## src/rtl/csla_pkg.sv

```systemverilog
// csla_pkg: shared defaults and helpers for the carry-select subtractor.
// Stage count and the signed-overflow rule live here so every file agrees.
package csla_pkg;

    localparam int CSLA_WIDTH = 16;
    localparam int CSLA_BLOCK = 4;

    function automatic int csla_nblk(input int width, input int block);
        if (block < 1) begin
            return 1;
        end
        return width / block;
    endfunction

    function automatic logic csla_ovf(
        input logic a_msb,
        input logic b_msb,
        input logic d_msb
    );
        return (a_msb != b_msb) && (d_msb != a_msb);
    endfunction

endpackage

```

## src/rtl/csla_sub_pipe_if.sv

```systemverilog
// csla_sub_pipe_if: operand and result handshakes of the pipelined subtractor.
// master drives operands and out_ready; slave is the pipeline itself.
interface csla_sub_pipe_if
    import csla_pkg::*;
#(
    parameter int WIDTH = CSLA_WIDTH
);

    logic             in_valid;
    logic             in_ready;
    logic [WIDTH-1:0] a;
    logic [WIDTH-1:0] b;
    logic             bin;
    logic             out_valid;
    logic             out_ready;
    logic [WIDTH-1:0] diff;
    logic             bout;
    logic             ovf;

    modport master (
        output in_valid,
        output a,
        output b,
        output bin,
        output out_ready,
        input  in_ready,
        input  out_valid,
        input  diff,
        input  bout,
        input  ovf
    );

    modport slave (
        input  in_valid,
        input  a,
        input  b,
        input  bin,
        input  out_ready,
        output in_ready,
        output out_valid,
        output diff,
        output bout,
        output ovf
    );

endinterface

```

## src/rtl/csla_sub_slice.sv

```systemverilog
// csla_sub_slice: one BLOCK-bit slice of a + ~b, computed for both carry-ins.
// carry_sel picks the candidate once the lower slice's carry is known.
module csla_sub_slice
    import csla_pkg::*;
#(
    parameter int BLOCK = CSLA_BLOCK
) (
    input  logic [BLOCK-1:0] a_s,
    input  logic [BLOCK-1:0] b_s,
    input  logic             carry_sel,
    output logic [BLOCK-1:0] sum,
    output logic             cout
);

    logic [BLOCK:0] cand0;
    logic [BLOCK:0] cand1;

    always_comb begin
        cand0 = {1'b0, a_s} + {1'b0, ~b_s};
        cand1 = {1'b0, a_s} + {1'b0, ~b_s} + {{BLOCK{1'b0}}, 1'b1};
    end

    always_comb begin
        sum  = cand0[BLOCK-1:0];
        cout = cand0[BLOCK];
        unique case (carry_sel)
            1'b1: begin
                sum  = cand1[BLOCK-1:0];
                cout = cand1[BLOCK];
            end
            default: begin
                sum  = cand0[BLOCK-1:0];
                cout = cand0[BLOCK];
            end
        endcase
    end

endmodule

```

## src/rtl/csla_sub_pipe.sv

```systemverilog
// csla_sub_pipe: pipelined carry-select subtractor, diff = a - b - bin.
// Stage k resolves slice k; the borrow travels between stages as a registered carry.
module csla_sub_pipe
    import csla_pkg::*;
#(
    parameter int WIDTH = CSLA_WIDTH,
    parameter int BLOCK = CSLA_BLOCK
) (
    input logic            clk,
    input logic            rst,
    csla_sub_pipe_if.slave io
);

    localparam int NBLK = csla_nblk(WIDTH, BLOCK);
    localparam int LAST = NBLK - 1;
    localparam int BDIV = (BLOCK < 1) ? 1 : BLOCK;

    if (BLOCK < 1 || (WIDTH % BDIV) != 0) begin : g_bad_cfg
        $fatal(1, "csla_sub_pipe: WIDTH must be a positive multiple of BLOCK");
    end

    logic advance;

    assign advance     = !io.out_valid || io.out_ready;
    assign io.in_ready = advance;

    for (genvar k = 0; k < NBLK; k++) begin : g_stg
        logic [BLOCK-1:0]       a_s;
        logic [BLOCK-1:0]       b_s;
        logic [BLOCK-1:0]       sum;
        logic                   cin;
        logic                   cout;
        logic                   vld_in;
        logic                   vld_q;
        logic                   vld_d;
        logic [(k+1)*BLOCK-1:0] d_nx;
        logic [(k+1)*BLOCK-1:0] d_q;
        logic [(k+1)*BLOCK-1:0] d_d;

        // Stage 0 works straight off the ports; later stages off their predecessor.
        if (k == 0) begin : g_src
            assign a_s    = io.a[BLOCK-1:0];
            assign b_s    = io.b[BLOCK-1:0];
            assign cin    = ~io.bin;
            assign vld_in = io.in_valid;
            assign d_nx   = sum;
        end else begin : g_src
            assign a_s    = g_stg[k-1].g_pnd.a_q[BLOCK-1:0];
            assign b_s    = g_stg[k-1].g_pnd.b_q[BLOCK-1:0];
            assign cin    = g_stg[k-1].g_pnd.cy_q;
            assign vld_in = g_stg[k-1].vld_q;
            assign d_nx   = {sum, g_stg[k-1].d_q};
        end

        csla_sub_slice #(
            .BLOCK(BLOCK)
        ) u_slice (
            .a_s      (a_s),
            .b_s      (b_s),
            .carry_sel(cin),
            .sum      (sum),
            .cout     (cout)
        );

        always_comb begin
            vld_d = vld_q;
            d_d   = d_q;
            if (advance) begin
                vld_d = vld_in;
                d_d   = d_nx;
            end
        end

        always_ff @(posedge clk or posedge rst) begin
            if (rst) begin
                vld_q <= 1'b0;
                d_q   <= '0;
            end else begin
                vld_q <= vld_d;
                d_q   <= d_d;
            end
        end

        if (k < LAST) begin : g_pnd
            localparam int WP = WIDTH - (k + 1) * BLOCK;

            logic [WP-1:0] a_nx;
            logic [WP-1:0] b_nx;
            logic [WP-1:0] a_q;
            logic [WP-1:0] a_d;
            logic [WP-1:0] b_q;
            logic [WP-1:0] b_d;
            logic          cy_q;
            logic          cy_d;

            // Only the operand bits above this slice travel on.
            if (k == 0) begin : g_nx
                assign a_nx = io.a[WIDTH-1:BLOCK];
                assign b_nx = io.b[WIDTH-1:BLOCK];
            end else begin : g_nx
                assign a_nx = g_stg[k-1].g_pnd.a_q[WP+BLOCK-1:BLOCK];
                assign b_nx = g_stg[k-1].g_pnd.b_q[WP+BLOCK-1:BLOCK];
            end

            always_comb begin
                a_d  = a_q;
                b_d  = b_q;
                cy_d = cy_q;
                if (advance) begin
                    a_d  = a_nx;
                    b_d  = b_nx;
                    cy_d = cout;
                end
            end

            always_ff @(posedge clk or posedge rst) begin
                if (rst) begin
                    a_q  <= '0;
                    b_q  <= '0;
                    cy_q <= 1'b0;
                end else begin
                    a_q  <= a_d;
                    b_q  <= b_d;
                    cy_q <= cy_d;
                end
            end
        end else begin : g_out
            logic bout_q;
            logic bout_d;
            logic ovf_q;
            logic ovf_d;

            // The top slice sees the operand MSBs, so flags resolve here.
            always_comb begin
                bout_d = bout_q;
                ovf_d  = ovf_q;
                if (advance) begin
                    bout_d = ~cout;
                    ovf_d  = csla_ovf(a_s[BLOCK-1], b_s[BLOCK-1], sum[BLOCK-1]);
                end
            end

            always_ff @(posedge clk or posedge rst) begin
                if (rst) begin
                    bout_q <= 1'b0;
                    ovf_q  <= 1'b0;
                end else begin
                    bout_q <= bout_d;
                    ovf_q  <= ovf_d;
                end
            end
        end
    end

    assign io.out_valid = g_stg[LAST].vld_q;
    assign io.diff      = g_stg[LAST].d_q;
    assign io.bout      = g_stg[LAST].g_out.bout_q;
    assign io.ovf       = g_stg[LAST].g_out.ovf_q;

endmodule

```

## src/flat_wrapper.sv

```systemverilog
// flat-port wrapper written by rule: the top's interface ports become plain ports
module csla_sub_pipe_flat import csla_pkg::*;
#(
    parameter int WIDTH = CSLA_WIDTH,
    parameter int BLOCK = CSLA_BLOCK
)
  (clk, rst, io_in_valid, io_a, io_b, io_bin, io_out_ready, io_in_ready, io_out_valid, io_diff, io_bout, io_ovf);
  csla_sub_pipe_if #(.WIDTH(WIDTH)) io_i ();
  input logic clk;
  input logic rst;
  input wire logic [$bits(io_i.in_valid)-1:0] io_in_valid;
  input wire logic [$bits(io_i.a)-1:0] io_a;
  input wire logic [$bits(io_i.b)-1:0] io_b;
  input wire logic [$bits(io_i.bin)-1:0] io_bin;
  input wire logic [$bits(io_i.out_ready)-1:0] io_out_ready;
  output wire logic [$bits(io_i.in_ready)-1:0] io_in_ready;
  output wire logic [$bits(io_i.out_valid)-1:0] io_out_valid;
  output wire logic [$bits(io_i.diff)-1:0] io_diff;
  output wire logic [$bits(io_i.bout)-1:0] io_bout;
  output wire logic [$bits(io_i.ovf)-1:0] io_ovf;
  assign io_i.in_valid = io_in_valid;
  assign io_i.a = io_a;
  assign io_i.b = io_b;
  assign io_i.bin = io_bin;
  assign io_i.out_ready = io_out_ready;
  assign io_in_ready = io_i.in_ready;
  assign io_out_valid = io_i.out_valid;
  assign io_diff = io_i.diff;
  assign io_bout = io_i.bout;
  assign io_ovf = io_i.ovf;
  csla_sub_pipe #(.WIDTH(WIDTH), .BLOCK(BLOCK)) u_core (.clk(clk), .rst(rst), .io(io_i));
endmodule
```

## config.mk

```make
export PLATFORM = sky130hd
export DESIGN_NAME = csla_sub_pipe_flat
export DESIGN_NICKNAME = d
export VERILOG_FILES = /design/src/rtl/csla_pkg.sv /design/src/rtl/csla_sub_pipe_if.sv /design/src/rtl/csla_sub_slice.sv /design/src/rtl/csla_sub_pipe.sv /design/src/flat_wrapper.sv
export SDC_FILE = /design/constraint.sdc
export NUM_CORES = 1
export LEC_CHECK = 0
export ABC_CLOCK_PERIOD_IN_PS = 4350
export CAP_MARGIN = 30
export CORE_MARGIN = 5
export CORE_UTILIZATION = 60
export DETAILED_ROUTE_END_ITERATION = 8
export PLACE_DENSITY = 0.85
export SLEW_MARGIN = 20
export SYNTH_ARGS = -nofsm -noshare
export SYNTH_HDL_FRONTEND = slang
export SYNTH_HIERARCHICAL = 1
export SYNTH_SLANG_ARGS = --single-unit
```

## constraint.sdc

```tcl
create_clock -name clk -period 4.35 [get_ports clk]
set_input_delay 0.435 -clock clk [delete_from_list [all_inputs] [get_ports clk]]
set_output_delay 0.435 -clock clk [all_outputs]
set_load 0.02 [all_outputs]
```

==> flow_metrics.env, run 1 <==
export IMPL_status="finished clean"
export IMPL_ctsHoldBuffers=0
export IMPL_grt_usage_pct=17.1
export IMPL_dpl_hpwl_um=5710
export IMPL_io_buffers=56
export IMPL_period_minus_slack_ns=2.66
export IMPL_fmax_ghz=0.376
export IMPL_regToRegStartpoint="u_core/g_stg[2].g_pnd.b_q[0]"
export IMPL_worstSkewPairLatency_ns=0.34
export IMPL_finalCritPeriodShare_pct=61.1
export IMPL_synth_area_leader_cell="dfrtp_1"
export IMPL_ff2ff_setup_slack_ns=1.70
export IMPL_grt_max_degree=69
export IMPL_fillerInstances=539
export IMPL_grt_pass1_vias=2985
export IMPL_synthCells=364
export IMPL_cts_tree="yes"
export IMPL_std_cell_rows=32
export IMPL_p_leak_nw=2.50
export IMPL_skew_ns=0.00690
export IMPL_hp_start="u_core/g_stg[2].vld_q"
export IMPL_synthTopCellsByCount="dfrtp_1 (97), mux2_2 (78), inv_1 (32), ha_1 (20), mux2_4 (16)"
export IMPL_path_clk_slew_ns=0.08
export IMPL_regArea_um2=2430
export IMPL_synth_seq_area_share_pct=50.7
export IMPL_root_buffer="clkbuf_8"
export IMPL_grt_setup_unrepaired="no"
export IMPL_synthSimpleGateAreaFrac_pct=6.03
export IMPL_setup_tns_ns=0
export IMPL_holdPathEnd="u_core/io.out_valid"
export IMPL_dieHeight_um=99.3
export IMPL_synth_area_um2=4790
export IMPL_yosysWarnings=6
export IMPL_synthXorXnorAreaFrac_pct=3.97
export IMPL_stdcell_area_um2=5590
export IMPL_whs_ns=0.488
export IMPL_cts_buffers=9
export IMPL_die_x_um=99.3
export IMPL_syn_num_nets=425
export IMPL_drv_cap=0
export IMPL_synth_area_per_cell_um2=13.2
export IMPL_antenna_found_initial=0
export IMPL_drtIter0Drc=90
export IMPL_gp_congestion=0.789
export IMPL_yosysMostFrequentCell="dfrtp_1"
export IMPL_synth_mux_area_share_pct=23.4
export IMPL_synth_ff_type="dfrtp_1"
export IMPL_vdd_drop_max_mv=0.493
export IMPL_first_pass_iters=6
export IMPL_worstHoldPathType="reg2reg"
export IMPL_die_area_um2=9870
export IMPL_crit_type="in2out"
export IMPL_routed_wl_um=7910
export IMPL_grt_overflow=0
export IMPL_worst_r2r_endpoint="u_core/io.ovf"
export IMPL_critPathLaunchType="input pin"
export IMPL_drv_slew=0
export IMPL_power_density_nw_per_um2=736
export IMPL_cts_htree_levels=3
export IMPL_ant_nets=0
export IMPL_num_vias=2894
export IMPL_grt_pass1_wl_um=13700
export IMPL_ys_ff_latch=97
export IMPL_finalHoldViolCount=0
export IMPL_multiInputGateArea_um2=2160
export IMPL_place_area_um2=5420
export IMPL_drive_above_1_share_pct=27.9
export IMPL_synth_fa_ha_area_share_pct=6.90
export IMPL_synth_edff_count=0
export IMPL_maxSlewHeadroom_pct=45.9
export IMPL_synth_top_family_by_area="multiplexers"
export IMPL_synth_compound_area_share_pct=4.89
export IMPL_r2r_cells=10
export IMPL_ctsResizeCount=0
export IMPL_via_per_inst=5.47
export IMPL_cp_required_ns=3.91
export IMPL_cts_sinks=97
export IMPL_cp_max_fo=45
export IMPL_layout_nets=483
export IMPL_cp_arrival_ns=2.22
export IMPL_syn_to_final_growth_pct=16.7
export IMPL_synth_top_area_share_pct=50.7
export IMPL_drc=0
export IMPL_synth_cell_type_count=34
export IMPL_setup_viol=0
export IMPL_post_cts_buffers=0
export IMPL_cts_buffer_depth=2
export IMPL_ioPinCount=57
export IMPL_worst_pin_slew_ns=0.811
export IMPL_min_path_cells=1
export IMPL_start_util_pct=61.7
export IMPL_antenna_cells=0
export IMPL_endpoint_kind="output port"
export IMPL_design_core_area_um2=7770
export IMPL_synth_area_leaders="dfrtp_1 (51%), mux2_2 (18%), ha_1 (5.2%), mux2_4 (5.0%), inv_1 (2.5%)"
export IMPL_wl_per_cell_um=15.0
export IMPL_synthArstFlopShare_pct=100
-- layer usage --
layer	global-route usage, %	up-vias	routed length [µm]
li1	-	1386	-
met1	21.0	1435	3430
met2	29.8	63	4090
met3	4.49	10	302
met4	4.94	0	92
met5	0	-	0
-- registers in the layout, indices dropped and copies added, names as in the netlist --
name / cells
u_core/g_stg.d_q: 24
u_core/g_stg.g_pnd.a_q: 24
u_core/g_stg.g_pnd.b_q: 24
u_core/io.diff: 16
u_core/g_stg.g_pnd.cy_q: 3
u_core/g_stg.vld_q: 3
u_core/io.bout: 1
u_core/io.out_valid: 1
u_core/io.ovf: 1
-- through the flow --
stage / utilization [%] / std cells / worst slack, ns / power [W]
final: 72.0 / 529 / 1.69 / 0.00411
after global routing: 72.0 / 529 / 1.45 / 0.00443
after CTS: 72.0 / 529 / 1.69 / 0.00415
after detailed placement: 69.7 / 513 / 1.58 / 0.00361
after global placement: 69.7 / 513 / 1.67 / 0.00349
after floorplan: - / 364 / 1.38 / 0.00309
-- cell families after synthesis --
logic type,Yosys count
buffers and inverters,43
AND/OR/NAND/NOR,50
multiplexers,94
adder cells (fa/ha/maj),24
flip-flops,97
XOR/XNOR,20
AO/OA/AOI/OAI,36
-- how the worst max path moves through the flow --
| stage | slack (ns) | cells after the start | startpoint | to |
|---|---|---|---|---|
| floorplan | 1.38 | 1 | rst | u_core/g_stg[0].d_q[0] |
| global placement | 1.67 | 4 | io_out_ready | u_core/io.diff[15] |
| detailed placement | 1.58 | 11 | io_a[0] | u_core/g_stg[0].g_pnd.cy_q |
| CTS | 1.69 | 10 | u_core/g_stg[2].g_pnd.b_q[0] | u_core/io.ovf |
| global route | 1.45 | 10 | u_core/g_stg[2].g_pnd.b_q[0] | u_core/io.ovf |
| finish | 1.69 | 3 | io_out_ready | io_in_ready |
-- layout make-up --
| class | instances | share of cell area, % |
|---|---|---|
| clock buffer | 13 | 2.84 |
| inverter | 32 | 2.19 |
| clock inverter | 3 | 0.269 |
| sequential | 97 | 43.4 |
| timing repair buffer | 58 | 10.3 |
| multi-input combinational | 224 | 38.7 |
| tap | 102 | 2.28 |
-- power breakdown --
part | internal [W] | switching (W) | leakage (nW)
sequential | 0.00130 | 0.000240 | 1.13
combinational | 0.00111 | 0.000940 | 1.28
clock | 0.000237 | 0.000279 | 0.0932
total | 0.00265 | 0.00146 | 2.50
-- critical path: stages --
cell             delay, ns
clkdlybuf4s50_1       0.51
nand2b_4              0.52
clkdlybuf4s50_1       0.72
-- layout by cell type, fill, tap and decap left out, types with 3 or more instances in the layout --
master           Yosys  routed
mux2_4              16      16
mux2_2              78      78
clkinv_2             0       3
ha_1                20      20
a21o_1               4       4
clkdlybuf4s50_1      0      56
nand3_1              4       4
dfrtp_1             97      97
o21ai_0              8       8
nand3b_1             5       5
nor2_1               4       4
o21a_1               4       4
nor3b_1              4       4
a31oi_1              3       3
a21oi_1              9       9
xnor2_1              6       6
clkbuf_8             0      11
nor3_1               4       4
inv_1               32      31
xor2_1              12      12
nor2b_1              4       4
nand2_1             14      14
fa_1                 4       4
(Power assumes the default switching activity.)
==> run 2, diff against run 1 <==
Settings changed: ABC_CLOCK_PERIOD_IN_PS 4350 to 2700, CORE_UTILIZATION 60 to 56, PLACE_DENSITY 0.85 to 0.8.
Clock period 4.35 ns to 2.7 ns, I/O delays scaled along.
==> flow_metrics.env, run 2 (synthesis results as in run 1) <==
export IMPL_syn_to_final_growth_pct=18.8
export IMPL_worst_pin_slew_ns=0.767
export IMPL_setup_tns_ns=0
export IMPL_drc=0
export IMPL_antenna_cells=0
export IMPL_drive_above_1_share_pct=29.1
export IMPL_swShare_pct=35.6
export IMPL_die_area_um2=10500
export IMPL_cts_htree_levels=3
export IMPL_period_minus_slack_ns=2.48
export IMPL_skew_ns=0.0123
export IMPL_drtIter0Drc=76
export IMPL_cp_required_ns=2.97
export IMPL_pwr_share_clk_pct=14.3
export IMPL_cts_tree="yes"
export IMPL_cp_max_fo=5
export IMPL_grt_pass1_wl_um=13600
export IMPL_worstSkewPairLatency_ns=0.35
export IMPL_wl_per_cell_um=14.6
export IMPL_path_buf_inv=2
export IMPL_post_cts_buffers=0
export IMPL_p_switching_w=0.00241
export IMPL_setup_viol=0
export IMPL_path_clk_slew_ns=0.10
export IMPL_finalCritPeriodShare_pct=92.0
export IMPL_drv_slew=0
export IMPL_grt_usage_pct=16.3
export IMPL_antenna_found_initial=0
export IMPL_layout_nets=485
export IMPL_start_util_pct=58.0
export IMPL_via_per_inst=5.29
export IMPL_dpl_hpwl_um=5680
export IMPL_drv_cap=0
export IMPL_critPathTopFamily="simple AND/OR/NAND/NOR gates"
export IMPL_ioPinCount=57
export IMPL_die_x_um=102
export IMPL_grt_max_degree=67
export IMPL_final_common_cell="dfrtp_1"
export IMPL_num_vias=2825
export IMPL_grt_pass1_vias=3006
export IMPL_cts_buffers=9
export IMPL_worstHoldPathType="in2async"
export IMPL_power_frac_seq_pct=36.6
export IMPL_grt_setup_unrepaired="no"
export IMPL_root_buffer="clkbuf_8"
export IMPL_endpoint_kind="flip-flop"
export IMPL_critPathLaunchType="flip-flop"
export IMPL_io_buffers=56
export IMPL_layout_common_cells="dfrtp_1 (97), mux2_2 (78), clkdlybuf4s50_1 (56), inv_1 (31), ha_1 (20)"
export IMPL_finalHoldViolCount=0
export IMPL_gp_congestion=0.782
export IMPL_utilization_pct=68.9
export IMPL_maxSlewHeadroom_pct=48.8
export IMPL_largestRegisters="u_core/g_stg.d_q x24, u_core/g_stg.g_pnd.a_q x24, u_core/g_stg.g_pnd.b_q x24"
export IMPL_p_leak_nw=2.54
export IMPL_first_pass_iters=4
export IMPL_cp_arrival_ns=2.75
export IMPL_vdd_drop_max_mv=0.542
export IMPL_p_int_w=0.00437
export IMPL_ctsHoldBuffers=0
export IMPL_std_cell_rows=33
export IMPL_ant_nets=0
export IMPL_power_density_nw_per_um2=1190
export IMPL_routed_wl_um=7810
export IMPL_cpMaxStageDelayCell="or3b_2"
export IMPL_comb_power_share_pct=49.1
export IMPL_design_core_area_um2=8260
export IMPL_cts_buffer_depth=2
export IMPL_cp_cell_sequence="inv_1 -> ha_1 -> inv_1 -> fa_1 -> xor2_2 -> nor3_2 -> xnor2_1 -> xnor2_1 -> or3b_2 -> a31oi_1"
export IMPL_dieHeight_um=102
export IMPL_critPathMaxStageDelay_ns=0.45
export IMPL_crit_type="reg2reg"
export IMPL_fmax_ghz=0.403
export IMPL_grt_overflow=0
export IMPL_cts_sinks=97
export IMPL_status="finished clean"
[run 2: layout make-up]
cell class,count,area (µm²)
Fill cell,621,2570
Sequential cell,97,2430
Multi-Input combinational cell,224,2170
Tap cell,105,131
Inverter,32,124
Timing Repair Buffer,60,628
Clock buffer,9,124
Clock inverter,7,82.6
[run 2: power by group through the flow]
stage | clock, W | sequential [W] | combinational [W]
final | 0.000968 | 0.00249 | 0.00333
after global routing | 0.00105 | 0.00257 | 0.00368
after CTS | 0.00101 | 0.00250 | 0.00332
after detailed placement | 0 | 0.00252 | 0.00330
after global placement | 0 | 0.00249 | 0.00317
after floorplan | 0 | 0.00258 | 0.00240
[run 2: final timing paths]
path                       slack (ns)  depth (start not counted)                            to                          from
max in group asynchronous        1.67                          3        u_core/g_stg[0].d_q[1]                           rst
max                              0.22                         10                 u_core/io.ovf  u_core/g_stg[2].g_pnd.b_q[0]
min                              0.39                          2  u_core/g_stg[2].g_pnd.b_q[0]                           rst
min reg2reg                      0.49                          1           u_core/io.out_valid         u_core/g_stg[2].vld_q
min in group clk                 0.49                          1           u_core/io.out_valid         u_core/g_stg[2].vld_q
max reg2reg                      0.22                         10                 u_core/io.ovf  u_core/g_stg[2].g_pnd.b_q[0]
[run 2: routing by layer]
layer	wire, µm	part of all wire (%)	up-vias	track usage [%]
li1	-	-	1384	-
met1	3560	46	1394	21.7
met2	3930	50	40	27.0
met3	242	3.1	7	2.94
met4	73	0.94	0	5.95
met5	0	0	-	0
[run 2: stage by stage]
step                hold WS (ns)  total power [W]  setup slack, ns  area, µm²  instances
floorplan                  0.422          0.00498            0.382       4790        364
global placement           0.462          0.00566            0.240       5470        518
global route               0.437          0.00731           0.0296       5690        534
detailed placement         0.475          0.00582            0.163       5470        518
CTS                        0.405          0.00683            0.162       5680        534
finish                     0.389          0.00678            0.217       5690        534
[run 2: timing repair]
item,4_1_cts,5_1_grt
hold endpoints to repair,0,0
resized for setup,0,2
setup endpoints to repair,0,1
==> run 3, diff against run 2 <==
Settings changed: TNS_END_PERCENT from default to 10.
==> results of run 3 <==
The final DEF is identical to that of run 2; final timing and power are the same.
